File: src/rtl/lsu_pkg.sv
// Shared constants and encodings for the load/store unit.
// Imported by the interface, lane aligner and top.
package lsu_pkg;
  localparam int ADDR_W = 8;
  localparam int DATA_W = 32;

  localparam logic [1:0] SZ_BYTE = 2'd0;
  localparam logic [1:0] SZ_HALF = 2'd1;
  localparam logic [1:0] SZ_WORD = 2'd2;
  localparam logic [1:0] SZ_ILL  = 2'd3;

  localparam logic [1:0] ST_IDLE = 2'd0;
  localparam logic [1:0] ST_RD   = 2'd1;
  localparam logic [1:0] ST_WR   = 2'd2;
  localparam logic [1:0] ST_RESP = 2'd3;

  function automatic logic req_bad(
    input logic [1:0] size,
    input logic [1:0] off
  );
    return (size == SZ_ILL) ||
           (size == SZ_HALF && off[0]) ||
           (size == SZ_WORD && off != 2'd0);
  endfunction
endpackage

File: src/rtl/lsu_if.sv
// Request/response channel between execute stage and LSU.
// master = execute stage, slave = load/store unit.
interface lsu_if;
  import lsu_pkg::*;

  logic              req_valid;
  logic              req_ready;
  logic              req_write;
  logic [1:0]        req_size;
  logic              req_unsigned;
  logic [ADDR_W-1:0] req_addr;
  logic [DATA_W-1:0] req_wdata;
  logic              resp_valid;
  logic              resp_ready;
  logic [DATA_W-1:0] resp_rdata;
  logic              resp_err;

  modport master (
    output req_valid, req_write, req_size,
    output req_unsigned, req_addr, req_wdata,
    output resp_ready,
    input  req_ready, resp_valid,
    input  resp_rdata, resp_err
  );

  modport slave (
    input  req_valid, req_write, req_size,
    input  req_unsigned, req_addr, req_wdata,
    input  resp_ready,
    output req_ready, resp_valid,
    output resp_rdata, resp_err
  );
endinterface

File: src/rtl/lsu_lane_align.sv
// Little-endian lane extract/extend for loads and
// lane merge for sub-word stores.
module lsu_lane_align
  import lsu_pkg::*;
(
  input  logic [DATA_W-1:0] word_i,
  input  logic [1:0]        off_i,
  input  logic [1:0]        size_i,
  input  logic              uns_i,
  input  logic [15:0]       wdata_i,
  output logic [DATA_W-1:0] load_o,
  output logic [DATA_W-1:0] store_o
);
  logic [4:0]  bsh;
  logic [4:0]  hsh;
  logic [7:0]  b;
  logic [15:0] h;

  assign bsh = {off_i, 3'b000};
  assign hsh = {off_i[1], 4'b0000};
  assign b   = word_i[bsh +: 8];
  assign h   = word_i[hsh +: 16];

  always_comb begin
    load_o  = word_i;
    store_o = word_i;
    unique case (1'b1)
      (size_i == SZ_BYTE): begin
        load_o  = {{24{~uns_i & b[7]}}, b};
        store_o = (word_i & ~(32'h0000_00ff << bsh))
                | ({24'b0, wdata_i[7:0]} << bsh);
      end
      (size_i == SZ_HALF): begin
        load_o  = {{16{~uns_i & h[15]}}, h};
        store_o = (word_i & ~(32'h0000_ffff << hsh))
                | ({16'b0, wdata_i} << hsh);
      end
      default: ;
    endcase
  end
endmodule

File: src/rtl/load_store_unit.sv
// Single-outstanding load/store unit in front of a
// word-addressed data memory; sub-word stores use RMW.
module load_store_unit
  import lsu_pkg::*;
#(
  parameter int MEM_RD_LAT = 1
) (
  input  logic              clock,
  input  logic              reset,
  lsu_if.slave              bus,
  output logic [ADDR_W-1:0] mem_address,
  output logic              mem_read,
  output logic              mem_write,
  output logic [DATA_W-1:0] mem_write_data,
  input  logic [DATA_W-1:0] mem_read_data
);
  logic [1:0]        state_q, state_d;
  logic [1:0]        cnt_q, cnt_d;
  logic              write_q, write_d;
  logic              uns_q, uns_d;
  logic              err_q, err_d;
  logic [1:0]        size_q, size_d;
  logic [1:0]        off_q, off_d;
  logic [15:0]       wdata_q, wdata_d;
  logic              rdy_q, rdy_d;
  logic              rv_q, rv_d;
  logic              re_q, re_d;
  logic [DATA_W-1:0] rdata_q, rdata_d;
  logic              mrd_q, mrd_d;
  logic              mwr_q, mwr_d;
  logic [ADDR_W-1:0] maddr_q, maddr_d;
  logic [DATA_W-1:0] mwd_q, mwd_d;
  logic [DATA_W-1:0] load_w, store_w;

  lsu_lane_align u_align (
    .word_i  (mem_read_data),
    .off_i   (off_q),
    .size_i  (size_q),
    .uns_i   (uns_q),
    .wdata_i (wdata_q),
    .load_o  (load_w),
    .store_o (store_w)
  );

  always_comb begin
    state_d = state_q;
    cnt_d   = cnt_q;
    write_d = write_q;
    uns_d   = uns_q;
    err_d   = err_q;
    size_d  = size_q;
    off_d   = off_q;
    wdata_d = wdata_q;
    rdy_d   = rdy_q;
    rv_d    = rv_q;
    re_d    = re_q;
    rdata_d = rdata_q;
    mrd_d   = mrd_q;
    mwr_d   = mwr_q;
    maddr_d = maddr_q;
    mwd_d   = mwd_q;
    unique case (state_q)
      ST_IDLE: if (bus.req_valid) begin
        rdy_d   = 1'b0;
        write_d = bus.req_write;
        uns_d   = bus.req_unsigned;
        size_d  = bus.req_size;
        off_d   = bus.req_addr[1:0];
        wdata_d = bus.req_wdata[15:0];
        err_d   = req_bad(bus.req_size, bus.req_addr[1:0]);
        cnt_d   = 2'd0;
        // Errors pass through WR with no strobe for a 1-cycle reply.
        if (err_d) begin
          state_d = ST_WR;
        end else begin
          maddr_d = {bus.req_addr[ADDR_W-1:2], 2'b00};
          if (bus.req_write && bus.req_size == SZ_WORD) begin
            mwr_d   = 1'b1;
            mwd_d   = bus.req_wdata;
            state_d = ST_WR;
          end else begin
            mrd_d   = 1'b1;
            state_d = ST_RD;
          end
        end
      end
      ST_RD: begin
        if (cnt_q == 2'(MEM_RD_LAT)) begin
          mrd_d = 1'b0;
          cnt_d = 2'd0;
          if (write_q) begin
            mwr_d   = 1'b1;
            mwd_d   = store_w;
            state_d = ST_WR;
          end else begin
            rv_d    = 1'b1;
            re_d    = 1'b0;
            rdata_d = load_w;
            state_d = ST_RESP;
          end
        end else begin
          cnt_d = cnt_q + 2'd1;
        end
      end
      ST_WR: begin
        mwr_d   = 1'b0;
        rv_d    = 1'b1;
        re_d    = err_q;
        rdata_d = '0;
        state_d = ST_RESP;
      end
      ST_RESP: if (bus.resp_ready) begin
        rv_d    = 1'b0;
        re_d    = 1'b0;
        rdata_d = '0;
        rdy_d   = 1'b1;
        state_d = ST_IDLE;
      end
      default: state_d = ST_IDLE;
    endcase
  end

  always_ff @(posedge clock) begin
    if (reset) begin
      state_q <= ST_IDLE;
      cnt_q   <= '0;
      write_q <= 1'b0;
      uns_q   <= 1'b0;
      err_q   <= 1'b0;
      size_q  <= SZ_BYTE;
      off_q   <= '0;
      wdata_q <= '0;
      rdy_q   <= 1'b1;
      rv_q    <= 1'b0;
      re_q    <= 1'b0;
      rdata_q <= '0;
      mrd_q   <= 1'b0;
      mwr_q   <= 1'b0;
      maddr_q <= '0;
      mwd_q   <= '0;
    end else begin
      state_q <= state_d;
      cnt_q   <= cnt_d;
      write_q <= write_d;
      uns_q   <= uns_d;
      err_q   <= err_d;
      size_q  <= size_d;
      off_q   <= off_d;
      wdata_q <= wdata_d;
      rdy_q   <= rdy_d;
      rv_q    <= rv_d;
      re_q    <= re_d;
      rdata_q <= rdata_d;
      mrd_q   <= mrd_d;
      mwr_q   <= mwr_d;
      maddr_q <= maddr_d;
      mwd_q   <= mwd_d;
    end
  end

  assign bus.req_ready   = rdy_q;
  assign bus.resp_valid  = rv_q;
  assign bus.resp_err    = re_q;
  assign bus.resp_rdata  = rdata_q;
  assign mem_read        = mrd_q;
  assign mem_write       = mwr_q;
  assign mem_address     = maddr_q;
  assign mem_write_data  = mwd_q;
endmodule

File: src/flat_wrapper.sv
// flat-port wrapper written by rule: the top's interface ports become plain ports
module load_store_unit_flat import lsu_pkg::*;
#(
  parameter int MEM_RD_LAT = 1
)
  (clock, reset, mem_address, mem_read, mem_write, mem_write_data, mem_read_data, bus_req_valid, bus_req_write, bus_req_size, bus_req_unsigned, bus_req_addr, bus_req_wdata, bus_resp_ready, bus_req_ready, bus_resp_valid, bus_resp_rdata, bus_resp_err);
  lsu_if bus_i ();
  input  logic clock;
  input  logic reset;
  output logic [ADDR_W-1:0] mem_address;
  output logic mem_read;
  output logic mem_write;
  output logic [DATA_W-1:0] mem_write_data;
  input  logic [DATA_W-1:0] mem_read_data;
  input wire logic [$bits(bus_i.req_valid)-1:0] bus_req_valid;
  input wire logic [$bits(bus_i.req_write)-1:0] bus_req_write;
  input wire logic [$bits(bus_i.req_size)-1:0] bus_req_size;
  input wire logic [$bits(bus_i.req_unsigned)-1:0] bus_req_unsigned;
  input wire logic [$bits(bus_i.req_addr)-1:0] bus_req_addr;
  input wire logic [$bits(bus_i.req_wdata)-1:0] bus_req_wdata;
  input wire logic [$bits(bus_i.resp_ready)-1:0] bus_resp_ready;
  output wire logic [$bits(bus_i.req_ready)-1:0] bus_req_ready;
  output wire logic [$bits(bus_i.resp_valid)-1:0] bus_resp_valid;
  output wire logic [$bits(bus_i.resp_rdata)-1:0] bus_resp_rdata;
  output wire logic [$bits(bus_i.resp_err)-1:0] bus_resp_err;
  assign bus_i.req_valid = bus_req_valid;
  assign bus_i.req_write = bus_req_write;
  assign bus_i.req_size = bus_req_size;
  assign bus_i.req_unsigned = bus_req_unsigned;
  assign bus_i.req_addr = bus_req_addr;
  assign bus_i.req_wdata = bus_req_wdata;
  assign bus_i.resp_ready = bus_resp_ready;
  assign bus_req_ready = bus_i.req_ready;
  assign bus_resp_valid = bus_i.resp_valid;
  assign bus_resp_rdata = bus_i.resp_rdata;
  assign bus_resp_err = bus_i.resp_err;
  load_store_unit #(.MEM_RD_LAT(MEM_RD_LAT)) u_core (.clock(clock), .reset(reset), .bus(bus_i), .mem_address(mem_address), .mem_read(mem_read), .mem_write(mem_write), .mem_write_data(mem_write_data), .mem_read_data(mem_read_data));
endmodule
File: config.mk
export PLATFORM = sky130hd
export DESIGN_NAME = load_store_unit_flat
export DESIGN_NICKNAME = d
export VERILOG_FILES = /design/src/rtl/lsu_pkg.sv /design/src/rtl/lsu_if.sv /design/src/rtl/lsu_lane_align.sv /design/src/rtl/load_store_unit.sv /design/src/flat_wrapper.sv
export SDC_FILE = /design/constraint.sdc
export NUM_CORES = 1
export LEC_CHECK = 0
export CORE_MARGIN = 2
export CORE_UTILIZATION = 28
export CTS_CLUSTER_DIAMETER = 200
export DETAILED_ROUTE_END_ITERATION = 8
export PLACE_DENSITY = 0.53
export SYNTH_ARGS = -nofsm -noshare
export SYNTH_HDL_FRONTEND = slang
export SYNTH_HIERARCHICAL = 1
export SYNTH_SLANG_ARGS = --single-unit
export TNS_END_PERCENT = 30
File: constraint.sdc
create_clock -name clock -period 2.1 [get_ports clock]
set_clock_uncertainty 0.2 [all_clocks]
set_input_delay 0.315 -clock clock [delete_from_list [all_inputs] [get_ports clock]]
set_output_delay 0.315 -clock clock [all_outputs]
set_load 0.1 [all_outputs]
==> flow_summary_export.csv, run 1 <==
group,metric,value,unit
run_status,outcome,"complete, no violations",
yosys,synth_area_per_cell,8.41,sq um
yosys,synth_cell_type_count,49,
setup_path,endpoint_kind,"register",
layout,nFillCells,2265,
setup_path,start_kind,"register",
hold_path,worstHoldEndpoint,"u_core/wdata_q[12]",
global_routing,grt_pass1_vias,5943,
place,place_congestion,0.902,
place,io_buffer_count,154,
yosys,synth_top_area_frac,0.330,
clock_network,cts_tree,"built",
setup_path,r2r-end,"u_core/mem_write_data[6]",
timing,tns,0,ps
power_and_ir_drop,leakage,3.72,nW
clock_network,clk_pin_slew,80,ps
route,drt-total-wl,22600,um
route,vias,6166,
setup_path,crit_type,"reg2reg",
yosys,yosysTopAreaCell,"dfxtp_1",
yosys,synth_seq_cells,102,
yosys,synth_edf_count,0,
route,ant_nets,0,
route,wire_per_inst,18.5,um
setup_path,worstPathCellList,"nor2b_4 -> or3_4 -> buf_4 -> mux2_2 -> mux2i_1 -> nor2_1 -> mux2_4",
die,initial_utilization,0.285,
timing,hold_viol,0,
timing,clock.fmax,492,MHz
power_and_ir_drop,vdd_drop_max,876,uV
global_routing,overflow,0,
die,rows,54,
die,die-area,23300,sq um
timing,period_share,0.968,
global_routing,antenna_found_initial,0,
setup_path,crit_fanout,5,
clock_network,clock_latency,360,ps
setup_path,reg2reg_depth,7,
setup_path,reg2reg_from,"u_core/off_q[0]",
setup_path,critPathTopFamily,"multiplexers",
yosys,synth_area_leaders,"dfxtp_1 (33%), mux2i_1 (7.6%), mux2_4 (7.3%)",
timing,fin_crit,2030,ps
global_routing,gr-usage-all-layers,0.189,
power_and_ir_drop,p_per_area,1520,nW/um^2
yosys,ys_seq_area_frac,0.330,
layout,syn_to_final_growth,44.1,%
yosys,syn_area,6190,sq um
setup_path,cp_slowest_cell,"or3_4",
layout,multi_input_area,3840,sq um
layout,final_nets,1022,
die,pin_count,157,
layout,antennaDiodeCount,0,
yosys,synth_most_common_cell,"dfxtp_1",
yosys,yosys_warnings,6,
clock_network,clockRootBuffer,"clkbuf_16",
global_routing,grt_pass1_wl,34600,um
hold_path,min-delay-start,"reset",
yosys,syn-instance-count,736,
clock_network,cts_inserted_buffers,9,
die,die_h,153,um
layout,final_util,0.410,
clock_network,clock-sinks,102,
route,dr.pass1.iters,5,
layout,regArea,2050,sq um
setup_path,crit_buf_inv,1,
hold_path,min_path_cells,2,
job,drv_cap,0,
clock_network,htreeDepth,3,
setup_path,max_stage_delay,360,ps
clock_network,cts_max_path_buffers,2,
setup_path,worstPathRequired,2150,ps
timing,setup_viol,0,
setup_path,reg2reg_slack,70,ps
route,route.detailed.drc,0,
global_routing,grt_max_degree,36,
clock_network,holdBufCountCts,0,
place,hpwl,17000,um
route,drtIter0Drc,432,
die,die_w,153,um
layout,drive_gt1_frac,0.294,
hold_path,hp-class,"in2reg",
yosys,synth_commonest_cells,"dfxtp_1 (102), a21oi_1 (70), nand2_1 (70)",
timing,slew_viol_final,0,
yosys,async_reset_ff_frac,0,
die,core,21800,sq um
setup_path,arrival,2090,ps
yosys,ys.flop_type,"dfxtp_1",
route,routed_via_density,5.05,
metrics by stage:
| stage | power, W | instances | cell area [sq um] | setup slack (ps) | hold WS (ps) |
|---|---|---|---|---|---|
| global route | 0.0143 | 1222 | 8920 | -8.91 | 123 |
| floorplan | 0.00920 | 737 | 6200 | 13.8 | 236 |
| detailed placement | 0.0117 | 1204 | 8470 | -293 | 260 |
| finish | 0.0136 | 1222 | 8920 | 68.1 | 124 |
| global placement | 0.0117 | 1204 | 8470 | -288 | 251 |
| CTS | 0.0135 | 1220 | 8780 | -7.65 | 104 |
where the power goes:
part / leakage (nW) / switching (W) / internal, W
sequential: 0.833 / 0.000369 / 0.00249
clock: 0.141 / 0.000851 / 0.000858
combinational: 2.75 / 0.00602 / 0.00299
total: 3.72 / 0.00724 / 0.00634
layout make-up:
| cell class | instances | area share |
|---|---|---|
| inverter | 16 | 0.00673 |
| clock buffer | 10 | 0.0268 |
| timing repair buffer | 258 | 0.261 |
| clock inverter | 6 | 0.00603 |
| sequential | 102 | 0.229 |
| multi-input combinational | 550 | 0.431 |
| tap | 280 | 0.0393 |
cells in the final DEF (no fill, tap or decap), drive strengths merged, types with 2 or more instances in the layout:
master | Yosys | final
mux4 | 6 | 6
nand2b | 8 | 8
ha | 5 | 5
nor3 | 2 | 2
mux2i | 47 | 47
a221oi | 8 | 8
nand4 | 33 | 33
o21ai | 68 | 68
and2b | 2 | 2
o21bai | 2 | 2
dfxtp | 102 | 102
conb | 1 | 2
inv | 16 | 18
clkdlybuf4s50 | 0 | 78
clkbuf | 35 | 11
clkinv | 0 | 3
mux2 | 44 | 44
o32ai | 16 | 16
nor2b | 58 | 58
buf | 34 | 179
a211oi | 10 | 10
nand2 | 70 | 70
nor2 | 64 | 64
a311oi | 8 | 8
a221o | 8 | 8
a21oi | 72 | 72
a22oi | 4 | 4
cells by family after synthesis:
family,synth area share
multiplexers,0.196
buffers and inverters,0.0667
flip-flops,0.330
AO/OA/AOI/OAI,0.199
other,0.000606
AND/OR/NAND/NOR,0.198
adder cells (fa/ha/maj),0.0101
worst max-delay path by stage:
stage                      from                         to  slack (ps)  depth (start not counted)
3_5_place_dp   mem_read_data[7]  u_core/bus.resp_rdata[10]        -290                          6
3_3_place_gp   mem_read_data[7]  u_core/bus.resp_rdata[11]        -290                          6
2_1_floorplan   u_core/off_q[1]  u_core/mem_write_data[17]          10                          8
5_1_grt         u_core/off_q[0]  u_core/mem_write_data[14]          -9                         10
6_report        u_core/off_q[0]   u_core/mem_write_data[6]          70                          7
4_1_cts        u_core/size_q[0]  u_core/mem_write_data[25]          -8                          9
metal layers:
layer  wire [um]  vias up  GRT usage  share of wire
met2       10100      182      0.293           0.45
met3        1150       30     0.0353          0.051
met1       10800     2922      0.263           0.48
li1            -     3032          -              -
met5           0        -          0              0
met4         527        0     0.0631          0.023
what timing repair did:
| item | CTS | global route |
|---|---|---|
| pin swaps | 0 | 1 |
| setup buffers | 0 | 1 |
| setup endpoints to repair | 25 | 66 |
| resized for setup | 4 | 26 |
| cloned | 0 | 1 |
registers in the layout, summed over array words and instances (netlist names):
| name | flops |
|---|---|
| u_core/wdata_q | 16 |
| u_core/bus.req_ready | 1 |
| u_core/cnt_q | 2 |
| u_core/mem_read | 1 |
| u_core/write_q | 1 |
| u_core/bus.resp_rdata | 32 |
| u_core/uns_q | 1 |
| u_core/mem_write_data | 32 |
| u_core/off_q | 2 |
| u_core/size_q | 2 |
| u_core/bus.resp_err | 1 |
| u_core/bus.resp_valid | 1 |
| u_core/mem_write | 1 |
| u_core/state_q | 2 |
| u_core/err_q | 1 |
| u_core/mem_address | 6 |
Note: power is estimated with default switching activity, not from simulation.
==> run 2, diff against run 1 <==
- CELL_PAD_IN_SITES_DETAIL_PLACEMENT: unset -> 1
- CELL_PAD_IN_SITES_GLOBAL_PLACEMENT: unset -> 2
- CORE_UTILIZATION: 28 -> 26
- PLACE_DENSITY: 0.53 -> 0.78
- SETUP_SLACK_MARGIN: unset -> 0.4
==> flow_summary_export.csv, run 2 (same netlist as run 1, synthesis figures left out) <==
group,metric,value,unit
timing,slew_viol_final,0,
hold_path,min_path_cells,3,
setup_path,arrival,2140,ps
clock_network,cts_tree,"built",
layout,syn_to_final_growth,63.2,%
route,dr.pass1.iters,5,
timing,fin_crit,2080,ps
timing,holdWs,74.1,ps
clock_network,holdBufCountCts,0,
hold_path,min-delay-start,"bus_req_write",
power_and_ir_drop,netSwitchingFraction,0.521,
die,pin_count,157,
global_routing,grt_pass1_vias,6695,
die,initial_utilization,0.265,
die,die_h,158,um
global_routing,grt_pass1_wl,39000,um
global_routing,antenna_found_initial,1,
global_routing,grt_max_degree,36,
route,ant_nets,0,
clock_network,clock_latency,360,ps
global_routing,overflow,0,
layout,layout_common_cells,"buf_4 (165), dfxtp_1 (96), clkdlybuf4s50_1 (72), nand2_1 (69), a21oi_1 (60)",
route,vias,6732,
setup_path,crit_type,"reg2reg",
setup_path,reg2reg_from,"u_core/state_q[0]",
die,rows,56,
place,dp_cells,1239,
setup_path,reg2reg_depth,9,
route,route.detailed.drc,0,
power_and_ir_drop,clock_power_share,0.102,
job,drv_cap,0,
place,place_congestion,0.876,
layout,final_util,0.432,
power_and_ir_drop,pwr-share-comb,0.716,
layout,final_cell_area,10100,sq um
die,core,23400,sq um
power_and_ir_drop,intPower,0.00770,W
timing,period_share,0.990,
timing,setup_viol,0,
place,place_area,8550,sq um
layout,final_common_cell,"buf_4",
layout,instances_no_fill,1303,
power_and_ir_drop,total_power,0.0161,W
clock_network,cts_inserted_buffers,9,
run_status,outcome,"complete, no violations",
clock_network,cts_max_path_buffers,2,
power_and_ir_drop,vdd_drop_max,902,uV
power_and_ir_drop,switchingPower,0.00839,W
power_and_ir_drop,p_per_area,1590,nW/um^2
setup_path,crit_fanout,4,
clock_network,clockRootBuffer,"clkbuf_16",
place,hpwl,18400,um
layout,final_nets,1063,
route,drt-total-wl,28500,um
route,drtIter0Drc,440,
setup_path,critPathLaunch,"u_core/state_q[0]",
clock_network,clk_pin_slew,70,ps
layout,drive_gt1_frac,0.393,
setup_path,worstPathRequired,2160,ps
timing,hold_viol,0,
route,wire_per_inst,21.8,um
clock_network,clock-sinks,102,
timing,clock.fmax,481,MHz
hold_path,hp-class,"in2reg",
setup_path,start_kind,"register",
setup_path,endpoint_kind,"register",
place,io_buffer_count,154,
clock_network,htreeDepth,3,
die,die-area,25100,sq um
die,die_w,158,um
route,routed_via_density,5.17,
global_routing,gr-usage-all-layers,0.205,
power_and_ir_drop,leakage,4.20,nW
power_and_ir_drop,seq_power_share,0.182,
timing,rsz0062_at_grt,"yes",
-- run 2: cell types whose count changed in the layout (fill, tap and decap cells not counted), moves of 10 or more --
| cell | before | now |
|---|---|---|
| buf_6 | 5 | 15 |
| o21ai_2 | 2 | 13 |
| o21ai_1 | 0 | 24 |
| o21ai_0 | 65 | 27 |
| a21oi_1 | 70 | 60 |
-- run 2: per-stage QoR --
step,worst slack (ps),setup TNS [ps]
2_1_floorplan,66.2,0
3_3_place_gp,-293,-6640
3_5_place_dp,-297,-7020
4_1_cts,76.8,0
5_1_grt,-32.1,-125
6_report,20.3,0
-- run 2: metal layers --
metal | global-route usage | vias up | part of all wire
li1 | - | 3127 | -
met1 | 0.269 | 3388 | 0.44
met2 | 0.337 | 189 | 0.49
met3 | 0.0446 | 28 | 0.053
met4 | 0.0596 | 0 | 0.018
met5 | 0 | - | 0
-- run 2: path summary, 6_finish.rpt --
| check | endpoint | slack, ps |
|---|---|---|
| max | u_core/mem_write_data[28] | 20 |
| min | u_core/write_q | 70 |
| max reg2reg | u_core/mem_write_data[28] | 20 |
| min reg2reg | u_core/bus.resp_rdata[1] | 270 |
-- run 2: timing repair --
action / 4_1_cts / 5_1_grt
gates cloned: 6 / 14
pin swaps: 7 / 76
buffers inserted: 18 / 9
endpoints found under the setup margin: 99 / 90
hold endpoints to repair: 0 / 0
resized for setup: 58 / 134
-- run 2: cell type report --
| type | instances | area [sq um] |
|---|---|---|
| multi-input combinational | 551 | 4300 |
| inverter | 16 | 65.1 |
| sequential | 102 | 2050 |
| fill | 2707 | 13300 |
| antenna | 1 | 2.50 |
| timing repair buffer | 298 | 3020 |
| clock buffer | 10 | 229 |
| tap | 319 | 399 |
| clock inverter | 6 | 38.8 |
-- run 2: power groups by stage --
stage                     logic (W)  clock network (W)  registers [W]
after global routing         0.0120            0.00176        0.00300
final                        0.0115            0.00163        0.00293
after CTS                   0.00961            0.00168        0.00290
after floorplan             0.00331                  0        0.00598
after detailed placement    0.00892                  0        0.00290
after global placement      0.00884                  0        0.00292
-- run 2: worst max-delay path, stage by stage (launching register included) --
cell	delay (ps)
dfxtp_4	390
inv_4	60
ha_4	170
mux2i_2	170
a21oi_4	210
o21ai_4	120
buf_6	130
buf_6	110
buf_16	130
mux2_4	280
